===== src/rtl/bexkat_bus_pkg.sv =====
// Shared types and helpers for the byte-lane bus target: FSM states,
// lane identifiers and the lane-to-byte-offset mapping (big-endian).
package bexkat_bus_pkg;

    typedef enum logic [1:0] {
        IDLE = 2'd0,
        XFER = 2'd1,
        ACK  = 2'd2
    } bus_state_t;

    // Lane 3 carries dat[31:24], which is byte offset 0 within the word.
    localparam logic [1:0] LANE_B0 = 2'd0;
    localparam logic [1:0] LANE_B1 = 2'd1;
    localparam logic [1:0] LANE_B2 = 2'd2;
    localparam logic [1:0] LANE_B3 = 2'd3;

    function automatic logic [1:0] byte_offset(input logic [1:0] lane);
        return 2'd3 - lane;
    endfunction

endpackage


===== src/rtl/lane_select.sv =====
// Priority encoder over the pending byte-lane mask: picks the highest set
// lane so bytes are issued in ascending byte-address order.
module lane_select
    import bexkat_bus_pkg::*;
(
    input  logic [3:0] mask,
    output logic [1:0] lane,
    output logic       none
);

    always_comb begin
        lane = LANE_B0;
        none = 1'b0;
        if (mask[3]) begin
            lane = LANE_B3;
        end else if (mask[2]) begin
            lane = LANE_B2;
        end else if (mask[1]) begin
            lane = LANE_B1;
        end else if (mask[0]) begin
            lane = LANE_B0;
        end else begin
            none = 1'b1;
        end
    end

endmodule


===== src/rtl/bus_byte_target.sv =====
// 32-bit bus responder that serialises selected byte lanes onto an 8-bit port.
// Optional macro BUS_TIMEOUT_EN adds a mem_ready watchdog that ends in err_o.
module bus_byte_target
    import bexkat_bus_pkg::*;
#(
    parameter int AW      = 15,
    parameter int TIMEOUT = 255
) (
    input  logic          clk_i,
    input  logic          rst_i,
    input  logic          cyc_i,
    input  logic          stb_i,
    input  logic          we_i,
    input  logic [AW-1:0] adr_i,
    input  logic [3:0]    sel_i,
    input  logic [31:0]   dat_i,
    output logic [31:0]   dat_o,
    output logic          ack_o,
    output logic          err_o,
    output logic [AW+1:0] mem_addr,
    output logic          mem_req,
    output logic          mem_we,
    output logic [7:0]    mem_wdata,
    input  logic [7:0]    mem_rdata,
    input  logic          mem_ready
);

    bus_state_t    state;
    bus_state_t    state_n;
    logic [AW-1:0] adr_q;
    logic          we_q;
    logic [31:0]   dat_q;
    logic [3:0]    pend;
    logic          aborted;

    logic [1:0]    lane;
    logic          lane_none;
    logic [3:0]    lane_bit;
    logic [3:0]    pend_left;
    logic          accept;
    logic          handshake;
    logic          stop;

`ifdef BUS_TIMEOUT_EN
    localparam int CNT_W = ($clog2(TIMEOUT + 1) > 8) ? $clog2(TIMEOUT + 1) : 8;
    logic [CNT_W-1:0] wait_cnt;
    logic             err_q;
    logic             timeout_hit;
`endif

    lane_select u_lane_select (
        .mask (pend),
        .lane (lane),
        .none (lane_none)
    );

    assign accept    = (state == IDLE) && cyc_i && stb_i;
    assign mem_req   = (state == XFER) && !lane_none;
    assign handshake = mem_req && mem_ready;
    assign lane_bit  = 4'b0001 << lane;
    assign pend_left = pend & ~lane_bit;
    // A dropped cyc_i is remembered so the in-flight byte can finish first.
    assign stop      = aborted || !cyc_i;

    assign mem_we    = mem_req && we_q;
    assign mem_addr  = mem_req ? {adr_q, byte_offset(lane)} : '0;
    assign mem_wdata = mem_req ? dat_q[{lane, 3'b000} +: 8] : '0;

    always_comb begin
        state_n = state;
        unique case (state)
            IDLE: begin
                if (accept) begin
                    state_n = (sel_i == '0) ? ACK : XFER;
                end
            end
            XFER: begin
                if (lane_none) begin
                    state_n = stop ? IDLE : ACK;
                end else if (handshake) begin
                    if (stop) begin
                        state_n = IDLE;
                    end else if (pend_left == '0) begin
                        state_n = ACK;
                    end
                end
`ifdef BUS_TIMEOUT_EN
                else if (timeout_hit) begin
                    state_n = stop ? IDLE : ACK;
                end
`endif
            end
            ACK: begin
                state_n = IDLE;
            end
            default: begin
                state_n = IDLE;
            end
        endcase
    end

    always_ff @(posedge clk_i) begin
        if (rst_i) begin
            state   <= IDLE;
            adr_q   <= '0;
            we_q    <= 1'b0;
            dat_q   <= '0;
            pend    <= '0;
            aborted <= 1'b0;
            dat_o   <= '0;
        end else begin
            state <= state_n;
            if (accept) begin
                adr_q   <= adr_i;
                we_q    <= we_i;
                dat_q   <= dat_i;
                pend    <= sel_i;
                aborted <= 1'b0;
                dat_o   <= '0;
            end
            if (state == XFER) begin
                aborted <= stop;
            end
            if (handshake) begin
                pend <= pend_left;
                if (!we_q) begin
                    dat_o[{lane, 3'b000} +: 8] <= mem_rdata;
                end
            end
        end
    end

`ifdef BUS_TIMEOUT_EN
    // Fires on the waiting cycle whose increment would bring the count to TIMEOUT.
    assign timeout_hit = mem_req && !mem_ready &&
                         (wait_cnt == CNT_W'(TIMEOUT - 1));

    always_ff @(posedge clk_i) begin
        if (rst_i) begin
            wait_cnt <= '0;
            err_q    <= 1'b0;
        end else begin
            err_q <= timeout_hit && !stop;
            if (accept || handshake) begin
                wait_cnt <= '0;
            end else if (state == XFER) begin
                wait_cnt <= wait_cnt + CNT_W'(1);
            end
        end
    end

    // The termination cycle reuses ACK; err_q selects which strobe it shows.
    assign ack_o = (state == ACK) && !err_q;
    assign err_o = (state == ACK) && err_q;
`else
    logic unused_timeout;
    assign unused_timeout = (TIMEOUT != 0);
    assign ack_o = (state == ACK);
    assign err_o = 1'b0;
`endif

endmodule


===== config.mk =====
export PLATFORM = sky130hd
export DESIGN_NAME = bus_byte_target
export DESIGN_NICKNAME = d
export VERILOG_FILES = /design/src/rtl/bexkat_bus_pkg.sv /design/src/rtl/lane_select.sv /design/src/rtl/bus_byte_target.sv
export SDC_FILE = /design/constraint.sdc
export NUM_CORES = 1
export LEC_CHECK = 0
export CAP_MARGIN = 20
export CORE_MARGIN = 3
export CORE_UTILIZATION = 50
export CTS_BUF_LIST = sky130_fd_sc_hd__clkbuf_4 sky130_fd_sc_hd__clkbuf_8
export CTS_CLUSTER_DIAMETER = 200
export DETAILED_ROUTE_END_ITERATION = 6
export PLACE_DENSITY = 0.95
export SLEW_MARGIN = 20
export SYNTH_ARGS = -nofsm -noshare
export SYNTH_HDL_FRONTEND = slang
export SYNTH_HIERARCHICAL = 1
export SYNTH_SLANG_ARGS = --single-unit

===== constraint.sdc =====
create_clock -name clk_i -period 6.4 [get_ports clk_i]
set_clock_uncertainty 0.1 [all_clocks]
set_input_delay 1.28 -clock clk_i [delete_from_list [all_inputs] [get_ports clk_i]]
set_output_delay 1.28 -clock clk_i [all_outputs]
set_load 0.01 [all_outputs]

==> flow_metrics.py, run 1 <==
metrics = {
    "finish": {
        "drive_above_1_share_pct": 6.16,
        "fin_area_um2": 5110,
        "syn2layout_area_growth_pct": 40.3,
        "antenna_cells": 0,
        "layout.nets": 620,
    },
    "detailed_routing": {
        "routed_wirelength_mm": 9.40,
        "avgViaCountPerCell": 5.33,
        "route.detailed.drc": 0,
        "drt-initial-drc-count": 152,
        "first_pass_iters": 5,
        "wl_per_cell_um": 14.5,
        "ant_nets": 0,
        "vias": 3454,
    },
    "floorplan": {
        "fp.dieH_um": 91.4,
        "die_w_um": 91.4,
        "initial_core_util_pct": 52.5,
        "core_um2": 6940,
        "rows": 30,
        "die_area_um2": 8340,
        "io_pins": 126,
    },
    "placement": {
        "dp_hpwl_mm": 6.67,
        "place_area_um2": 4900,
        "gp_congestion": 0.841,
        "io_buffers": 124,
    },
    "global_route": {
        "use_met2_pct": 38.9,
        "grt_pass1_wl_mm": 15.1,
        "antenna_found_initial": 0,
        "overflow": 0,
        "grt_pass1_vias": 3244,
        "grt_use_met3_pct": 5.05,
        "busiest_layer": "met2",
        "grt_max_degree": 75,
        "grt_use_met1_pct": 25.2,
        "track_usage_pct": 22.2,
    },
    "sta": {
        "slew_violations": 0,
        "slew-limit-headroom_pct": 28.5,
        "fmax_mhz": 246,
        "finalSetupViolations": 0,
        "grt_setup_unrepaired": "false",
        "hold_violations": 0,
        "fin_crit_sh_pct": 63.6,
        "fin_crit_ps": 4070,
        "tightest_slew_ps": 1060,
        "fin_tns_setup_ps": 0,
    },
    "cts": {
        "cts_buffer_depth": 2,
        "htree_num_levels": 3,
        "holdBufCountCts": 0,
        "cts-root-buf": "clkbuf_8",
        "cts_setup_buffers": 0,
        "clk_latency_ps": 350,
        "cts_resized": 0,
        "cts_tree": "built",
        "clk_pin_slew_ps": 80,
        "cts.sinks": 87,
        "numCtsBuffers": 9,
    },
    "setup_path": {
        "endpoint_kind": "output port",
        "crit_arrival_ps": 2690,
        "cp-startpoint": "pend[2]$_SDFFE_PP0P_",
        "r2r_slack_ps": 3450,
        "critical_path_class": "reg2out",
        "r2r_start": "pend[1]$_SDFFE_PP0P_",
        "timing.critical_path.to": "mem_wdata[0]",
        "cp_max_fo": 35,
        "r2r-end": "dat_o[3]$_SDFF_PP0_",
        "r2r_cells": 6,
        "cp-start-kind": "register",
        "cp.required_ps": 5020,
    },
    "synthesis": {
        "yosysUniqueCellTypes": 38,
        "synth_edf_count": 0,
        "ys_ff_latch": 87,
        "synth_top_area_cell": "dfxtp_1",
        "synth_most_common_cell": "nand2_1",
        "syn-instance-count": 437,
        "yosysTopAreaCellShare_pct": 47.8,
        "synth_area_leaders": "dfxtp_1, nand2_1, a21oi_1",
        "synthTopCellsByCount": "nand2_1, dfxtp_1, a21oi_1, o21ai_0, and2_1",
        "syn_nets": 510,
        "syn_area_um2": 3640,
        "yosys_warnings": 6,
        "synthArstFlopShare_pct": 0,
        "syn-mean-instance-area_um2": 8.33,
        "yosys_most_used_dff": "dfxtp_1",
        "yosysSeqAreaShare_pct": 47.8,
    },
    "power_and_ir_drop": {
        "power_density_nw_per_um2": 211,
        "power.leakage_nw": 1.82,
        "peakVddDrop_mv": 0.116,
    },
    "min_path": {
        "min_path_cells": 2,
        "hold_path_class": "reg2reg",
    },
    "run": {
        "drv_cap": 0,
    },
    "run_status": {
        "status": "finished, final reports clean",
    },
}
-- through the flow --
stage                     hold slack, ps  setup slack (ps)  instances  total power [mW]  util [%]
after detailed placement             344              2570        631             0.731      70.5
after CTS                            358              2310        647              1.08      73.2
after global placement               338              2660        631             0.727      70.5
final                                357              2330        648              1.08      73.6
after global routing                 370              2190        648              1.12      73.6
after floorplan                      332              3410        437             0.666         -
-- flip-flops by register name, summed over array words and instances, names as in the netlist --
| signal | flops |
|---|---|
| aborted | 1 |
| adr_q | 15 |
| pend | 4 |
| dat_q | 32 |
| state | 2 |
| we_q | 1 |
| dat_o | 32 |
-- routing by layer --
metal | vias up | part of all wire [%]
li1 | 1688 | -
met4 | 0 | 2.0
met2 | 134 | 51
met1 | 1617 | 41
met5 | - | 0
met3 | 15 | 6.3
-- worst min path at each step --
stage / from / slack, ps / to
after floorplan: adr_q[0]$_SDFFE_PP0P_ / 330 / adr_q[0]$_SDFFE_PP0P_
after global placement: adr_q[4]$_SDFFE_PP0P_ / 340 / adr_q[4]$_SDFFE_PP0P_
after detailed placement: adr_q[3]$_SDFFE_PP0P_ / 340 / adr_q[3]$_SDFFE_PP0P_
after CTS: dat_q[31]$_SDFFE_PP0P_ / 360 / dat_q[31]$_SDFFE_PP0P_
after global routing: adr_q[14]$_SDFFE_PP0P_ / 370 / adr_q[14]$_SDFFE_PP0P_
final: adr_q[12]$_SDFFE_PP0P_ / 360 / adr_q[12]$_SDFFE_PP0P_
-- area by class of cell --
cell class / count / area (um2)
Clock inverter: 4 / 28.8
Inverter: 6 / 22.5
Sequential cell: 87 / 1740
Tap cell: 96 / 120
Timing Repair Buffer: 126 / 1260
Clock buffer: 12 / 159
Multi-Input combinational cell: 317 / 1770
Fill cell: 523 / 1830
-- cell usage in the layout, fill, tap and decap left out, types with 2 or more instances in the layout --
cell type	netlist	final
nand3_1	18	17
and2_1	24	24
a21oi_1	57	57
and3_1	2	2
clkinvlp_4	0	2
o21ai_0	25	25
clkdlybuf4s50_1	0	123
a311oi_1	4	4
a31oi_1	4	4
nand2_1	122	122
nand2b_1	11	11
clkbuf_8	0	11
ha_1	8	8
nor2_1	11	11
dfxtp_1	87	87
nand4_1	2	2
a22oi_1	3	3
nor2b_1	2	2
mux4_2	8	8
inv_1	5	5
-- cell families after synthesis --
logic type	Yosys count	share of synthesized area (%)
AO/OA/AOI/OAI	99	14.8
adder cells (fa/ha/maj)	8	2.75
buffers and inverters	33	3.71
flip-flops	87	47.8
multiplexers	8	4.95
other	1	0.103
AND/OR/NAND/NOR	201	25.9
-- where the power goes --
group          switching [mW]  internal (mW)
sequential             0.0106          0.559
combinational          0.0776         0.0742
clock                   0.189          0.167
total                   0.277          0.801
-- worst max-delay path: stages (launching register included) --
cell	delay, ps
dfxtp_1	380
or2_4	280
nor3_2	60
or3b_4	410
inv_2	410
and2_1	240
clkdlybuf4s50_1	550
No activity file was read; power rests on OpenSTA's default activity.
==> inputs of run 2 (changes only) <==
CORE_UTILIZATION = 42   (was 50)
PLACE_DENSITY = 0.9   (was 0.95)
clock period = 3.7 ns   (was 6.4 ns; I/O delays follow)
==> flow_metrics.py, run 2 (synthesized netlist as in run 1, its figures left out) <==
metrics = {
    "sta": {
        "finalSetupViolations": 0,
        "fmax_mhz": 283,
        "fin_tns_setup_ps": 0,
        "fin_crit_sh_pct": 95.3,
        "worst_slack_ps": 172,
        "fin_crit_ps": 3530,
        "slew_violations": 0,
        "grt_setup_unrepaired": "false",
        "whs_ps": 354,
        "tightest_slew_ps": 792,
        "slew-limit-headroom_pct": 47.2,
        "hold_violations": 0,
    },
    "power_and_ir_drop": {
        "power.internal_mw": 1.44,
        "p_sw_mw": 0.490,
        "power_density_nw_per_um2": 374,
        "p_sw_share_pct": 25.4,
        "power.leakage_nw": 1.84,
        "peakVddDrop_mv": 0.194,
        "p_clk_share_pct": 34.9,
        "combinationalPowerShare_pct": 14.0,
        "pwr-share-seq_pct": 51.1,
    },
    "setup_path": {
        "endpoint_kind": "output port",
        "path_depth": 6,
        "cp_top_family": "simple AND/OR/NAND/NOR gates",
        "crit_arrival_ps": 2690,
        "path_cells": "or2_4, nor3_2, or3b_4, inv_2, and2_1, clkdlybuf4s50_1",
        "cp-start-kind": "register",
        "r2r-end": "dat_o[11]$_SDFF_PP0_",
        "crit_slowest_cell": "clkdlybuf4s50_1",
        "cp.required_ps": 2860,
        "timing.critical_path.buf_inv": 2,
        "cp_max_fo": 35,
        "r2r_slack_ps": 880,
        "r2r_start": "pend[2]$_SDFFE_PP0P_",
        "r2r_cells": 7,
        "slowest_delay_ps": 540,
        "critical_path_class": "reg2out",
    },
    "placement": {
        "dp_hpwl_mm": 7.10,
        "pre_cts_ws_ps": 553,
        "io_buffers": 124,
        "gp_congestion": 0.766,
        "place_area_um2": 4950,
    },
    "finish": {
        "layout_commonest_cell": "clkdlybuf4s50_1",
        "syn2layout_area_growth_pct": 41.7,
        "fin_util_pct": 62.2,
        "antenna_cells": 0,
        "fin_area_um2": 5160,
        "nFillCells": 678,
        "top_regs": "dat_o x32, dat_q x32, adr_q x15",
        "drive_above_1_share_pct": 6.83,
        "layout_common_cells": "clkdlybuf4s50_1, nand2_1, dfxtp_1",
        "layout.nets": 625,
    },
    "cts": {
        "cts_setup_buffers": 0,
        "cts.sinks": 87,
        "cts_tree": "built",
        "numCtsBuffers": 9,
        "clk_latency_ps": 340,
        "cts-root-buf": "clkbuf_8",
        "clk_pin_slew_ps": 80,
        "cts_buffer_depth": 2,
        "cts_resized": 0,
        "holdBufCountCts": 0,
        "htree_num_levels": 3,
    },
    "detailed_routing": {
        "wl_per_cell_um": 14.6,
        "vias": 3487,
        "route.detailed.drc": 0,
        "routed_wirelength_mm": 9.68,
        "drt-initial-drc-count": 212,
        "first_pass_iters": 4,
        "ant_nets": 0,
        "avgViaCountPerCell": 5.28,
    },
    "floorplan": {
        "fp.dieH_um": 99.1,
        "core_um2": 8300,
        "initial_core_util_pct": 43.9,
        "io_pins": 126,
        "die_area_um2": 9830,
        "die_w_um": 99.1,
        "rows": 33,
    },
    "min_path": {
        "hp-start": "adr_q[14]$_SDFFE_PP0P_",
        "hold_path_class": "reg2reg",
        "whs_endpoint": "adr_q[14]$_SDFFE_PP0P_",
        "min_path_cells": 2,
    },
    "run_status": {
        "status": "finished, final reports clean",
    },
    "global_route": {
        "grt_max_degree": 57,
        "grt_pass1_vias": 3397,
        "antenna_found_initial": 0,
        "track_usage_pct": 19.7,
        "grt_pass1_wl_mm": 15.8,
        "overflow": 0,
    },
    "run": {
        "drv_cap": 0,
    },
}
run 2: per-layer routing:
layer | wire length (um) | vias to the layer above | GRT usage [%]
met5 | 0 | - | 0
met4 | 171 | 0 | 7.25
met3 | 578 | 16 | 3.79
met2 | 4820 | 123 | 34.5
met1 | 4110 | 1646 | 24.2
li1 | - | 1702 | -
run 2: area by class of cell:
class                      count  area [um2]  area share (%)
tap                          105         131            2.54
sequential                    87        1740            33.7
multi-input combinational    317        1780            34.4
timing repair buffer         131        1290            25.0
inverter                       6        22.5           0.436
clock buffer                  11         145            2.81
clock inverter                 4        55.1            1.07
run 2: worst max path at each step:
stage | from | endpoint | slack [ps]
2_1_floorplan | pend[2]$_SDFFE_PP0P_ | mem_wdata[2] | 1250
6_report | pend[3]$_SDFFE_PP0P_ | mem_wdata[1] | 170
3_3_place_gp | pend[2]$_SDFFE_PP0P_ | mem_wdata[7] | 630
5_1_grt | pend[3]$_SDFFE_PP0P_ | mem_wdata[0] | 30
3_5_place_dp | pend[3]$_SDFFE_PP0P_ | mem_wdata[1] | 550
4_1_cts | pend[3]$_SDFFE_PP0P_ | mem_wdata[1] | 160
run 2: stage by stage:
stage,std cells,power [mW]
3_5_place_dp,646,1.28
4_1_cts,661,1.94
6_report,661,1.93
2_1_floorplan,437,1.15
5_1_grt,661,2.01
3_3_place_gp,646,1.27
run 2: power groups by stage:
| stage | sequential [mW] | clock, mW | combinational, mW |
|---|---|---|---|
| 2_1_floorplan | 1.00 | 0 | 0.150 |
| 3_3_place_gp | 1.01 | 0 | 0.262 |
| 3_5_place_dp | 1.01 | 0 | 0.269 |
| 4_1_cts | 0.986 | 0.683 | 0.270 |
| 5_1_grt | 0.991 | 0.719 | 0.298 |
| 6_report | 0.986 | 0.674 | 0.270 |
run 2: tightest hold or removal path, cell delays in order (launching register included):
cell and delay (ps):
dfxtp_1 310, nand2_1 50, a21oi_1 50
==> inputs of run 3 (changes only) <==
--- a/config.mk
+++ b/config.mk
@@ -10,5 +10,5 @@
 export CORE_UTILIZATION = 42
 export CTS_BUF_LIST = sky130_fd_sc_hd__clkbuf_4 sky130_fd_sc_hd__clkbuf_8
-export CTS_CLUSTER_DIAMETER = 200
+export CTS_CLUSTER_DIAMETER = 80
 export DETAILED_ROUTE_END_ITERATION = 6
 export PLACE_DENSITY = 0.9
--- a/constraint.sdc
+++ b/constraint.sdc
@@ -3,3 +3,3 @@
 set_input_delay 0.74 -clock clk_i [delete_from_list [all_inputs] [get_ports clk_i]]
 set_output_delay 0.74 -clock clk_i [all_outputs]
-set_load 0.01 [all_outputs]
+set_load 0.05 [all_outputs]
==> flow_metrics.py, run 3 (synthesized netlist as in run 1, its figures left out) <==
metrics = {
    "detailed_routing": {
        "wl_per_cell_um": 14.7,
        "drt-initial-drc-count": 169,
        "avgViaCountPerCell": 5.20,
        "route.detailed.drc": 0,
        "ant_nets": 0,
        "routed_wirelength_mm": 9.80,
        "vias": 3463,
        "first_pass_iters": 5,
    },
    "floorplan": {
        "core_um2": 8300,
        "fp.dieH_um": 99.1,
        "io_pins": 126,
        "rows": 33,
        "initial_core_util_pct": 43.9,
        "die_w_um": 99.1,
        "die_area_um2": 9830,
    },
    "setup_path": {
        "cp_max_fo": 35,
        "slowest_delay_ps": 820,
        "timing.critical_path.buf_inv": 2,
        "cp-start-kind": "register",
        "cp.required_ps": 2860,
        "crit_slowest_cell": "clkdlybuf4s50_1",
        "cp_top_family": "buffers and inverters",
        "critical_path_class": "reg2out",
        "path_cells": "or2_4, nor3_2, or3b_4, clkinv_2, and2_1, clkdlybuf4s50_1",
        "crit_arrival_ps": 2690,
        "endpoint_kind": "output port",
    },
    "finish": {
        "layout.nets": 629,
        "stdcell_count": 666,
        "drive_above_1_share_pct": 8.38,
        "antenna_cells": 0,
        "fin_util_pct": 62.2,
        "layout_commonest_cell": "nand2_1",
        "layout_common_cells": "nand2_1, clkdlybuf4s50_1, dfxtp_1",
        "syn2layout_area_growth_pct": 41.8,
        "nFillCells": 701,
        "top_regs": "dat_o x32, dat_q x32, adr_q x15",
    },
    "power_and_ir_drop": {
        "combinationalPowerShare_pct": 15.4,
        "p_clk_share_pct": 32.5,
        "power.internal_mw": 1.39,
        "p_sw_mw": 0.496,
        "p_sw_share_pct": 26.2,
        "pwr-share-seq_pct": 52.1,
        "peakVddDrop_mv": 0.194,
        "power_density_nw_per_um2": 366,
        "power.leakage_nw": 1.86,
        "power_mw": 1.89,
    },
    "cts": {
        "clk_latency_ps": 340,
        "cts_buffer_depth": 2,
        "cts-root-buf": "clkbuf_8",
        "cts_resized": 0,
        "htree_num_levels": 3,
        "cts_setup_buffers": 0,
        "numCtsBuffers": 9,
        "clk_pin_slew_ps": 80,
        "cts.sinks": 87,
        "holdBufCountCts": 0,
        "cts_tree": "built",
    },
    "min_path": {
        "hold_path_class": "reg2reg",
    },
    "run": {
        "drv_cap": 0,
    },
    "placement": {
        "io_buffers": 124,
        "dp_hpwl_mm": 7.28,
        "gp_congestion": 0.837,
        "placed_cells": 650,
    },
    "sta": {
        "fin_tns_setup_ps": 0,
        "fin_crit_ps": 3530,
        "fmax_mhz": 283,
        "tightest_slew_ps": 769,
        "fin_crit_sh_pct": 95.4,
        "slew-limit-headroom_pct": 48.8,
        "finalSetupViolations": 0,
        "grt_setup_unrepaired": "false",
        "slew_violations": 0,
        "hold_violations": 0,
    },
    "global_route": {
        "antenna_found_initial": 0,
        "grt_pass1_wl_mm": 15.9,
        "overflow": 0,
        "track_usage_pct": 19.9,
        "grt_pass1_vias": 3377,
        "grt_max_degree": 48,
    },
    "run_status": {
        "status": "finished, final reports clean",
    },
}
-- run 3: final timing paths --
check	start	depth (start not counted)	end	slack (ps)
hold reg to reg	adr_q[5]$_SDFFE_PP0P_	2	adr_q[5]$_SDFFE_PP0P_	350
setup / recovery	pend[3]$_SDFFE_PP0P_	6	mem_wdata[3]	170
setup reg to reg	pend[3]$_SDFFE_PP0P_	7	dat_o[17]$_SDFF_PP0_	1000
hold / removal	adr_q[5]$_SDFFE_PP0P_	2	adr_q[5]$_SDFFE_PP0P_	350
-- run 3: layout make-up --
cell class / count / area (um2) / area share, %
Clock buffer: 12 / 159 / 3.08
Clock inverter: 4 / 28.8 / 0.557
Inverter: 6 / 23.8 / 0.460
Multi-Input combinational cell: 317 / 1770 / 34.3
Sequential cell: 87 / 1740 / 33.7
Tap cell: 105 / 131 / 2.54
Timing Repair Buffer: 135 / 1310 / 25.3
-- run 3: power groups by stage --
| stage | sequential (mW) | combinational, mW | clock (mW) |
|---|---|---|---|
| floorplan | 1.00 | 0.163 | 0 |
| global placement | 1.01 | 0.284 | 0 |
| detailed placement | 1.01 | 0.291 | 0 |
| CTS | 0.986 | 0.293 | 0.632 |
| global route | 0.990 | 0.318 | 0.666 |
| finish | 0.986 | 0.291 | 0.614 |
-- run 3: routing by layer --
| metal | track usage [%] | routed length [um] | vias to the layer above |
|---|---|---|---|
| met5 | 0 | 0 | - |
| met4 | 7.98 | 114 | 0 |
| met3 | 3.51 | 615 | 10 |
| met2 | 34.7 | 5030 | 126 |
| met1 | 24.2 | 4040 | 1616 |
| li1 | - | - | 1711 |
-- run 3: worst reg2reg max path: cells and delay by family (launching register included) --
kind	cells	cell delay [ps]
AOI/OAI and AO/OA	2	750
and+or+nand+nor	2	690
buffers and inverters	2	380
DFF	1	400
adders and majority gates	1	290
-- run 3: through the flow --
| stage | hold WS, ps | area [um2] | setup slack (ps) |
|---|---|---|---|
| final | 349 | 5160 | 171 |
| after global routing | 370 | 5160 | 32.1 |
| after CTS | 353 | 5160 | 46.5 |
| after detailed placement | 342 | 4970 | 440 |
| after global placement | 332 | 4970 | 546 |
| after floorplan | 332 | 3640 | 711 |
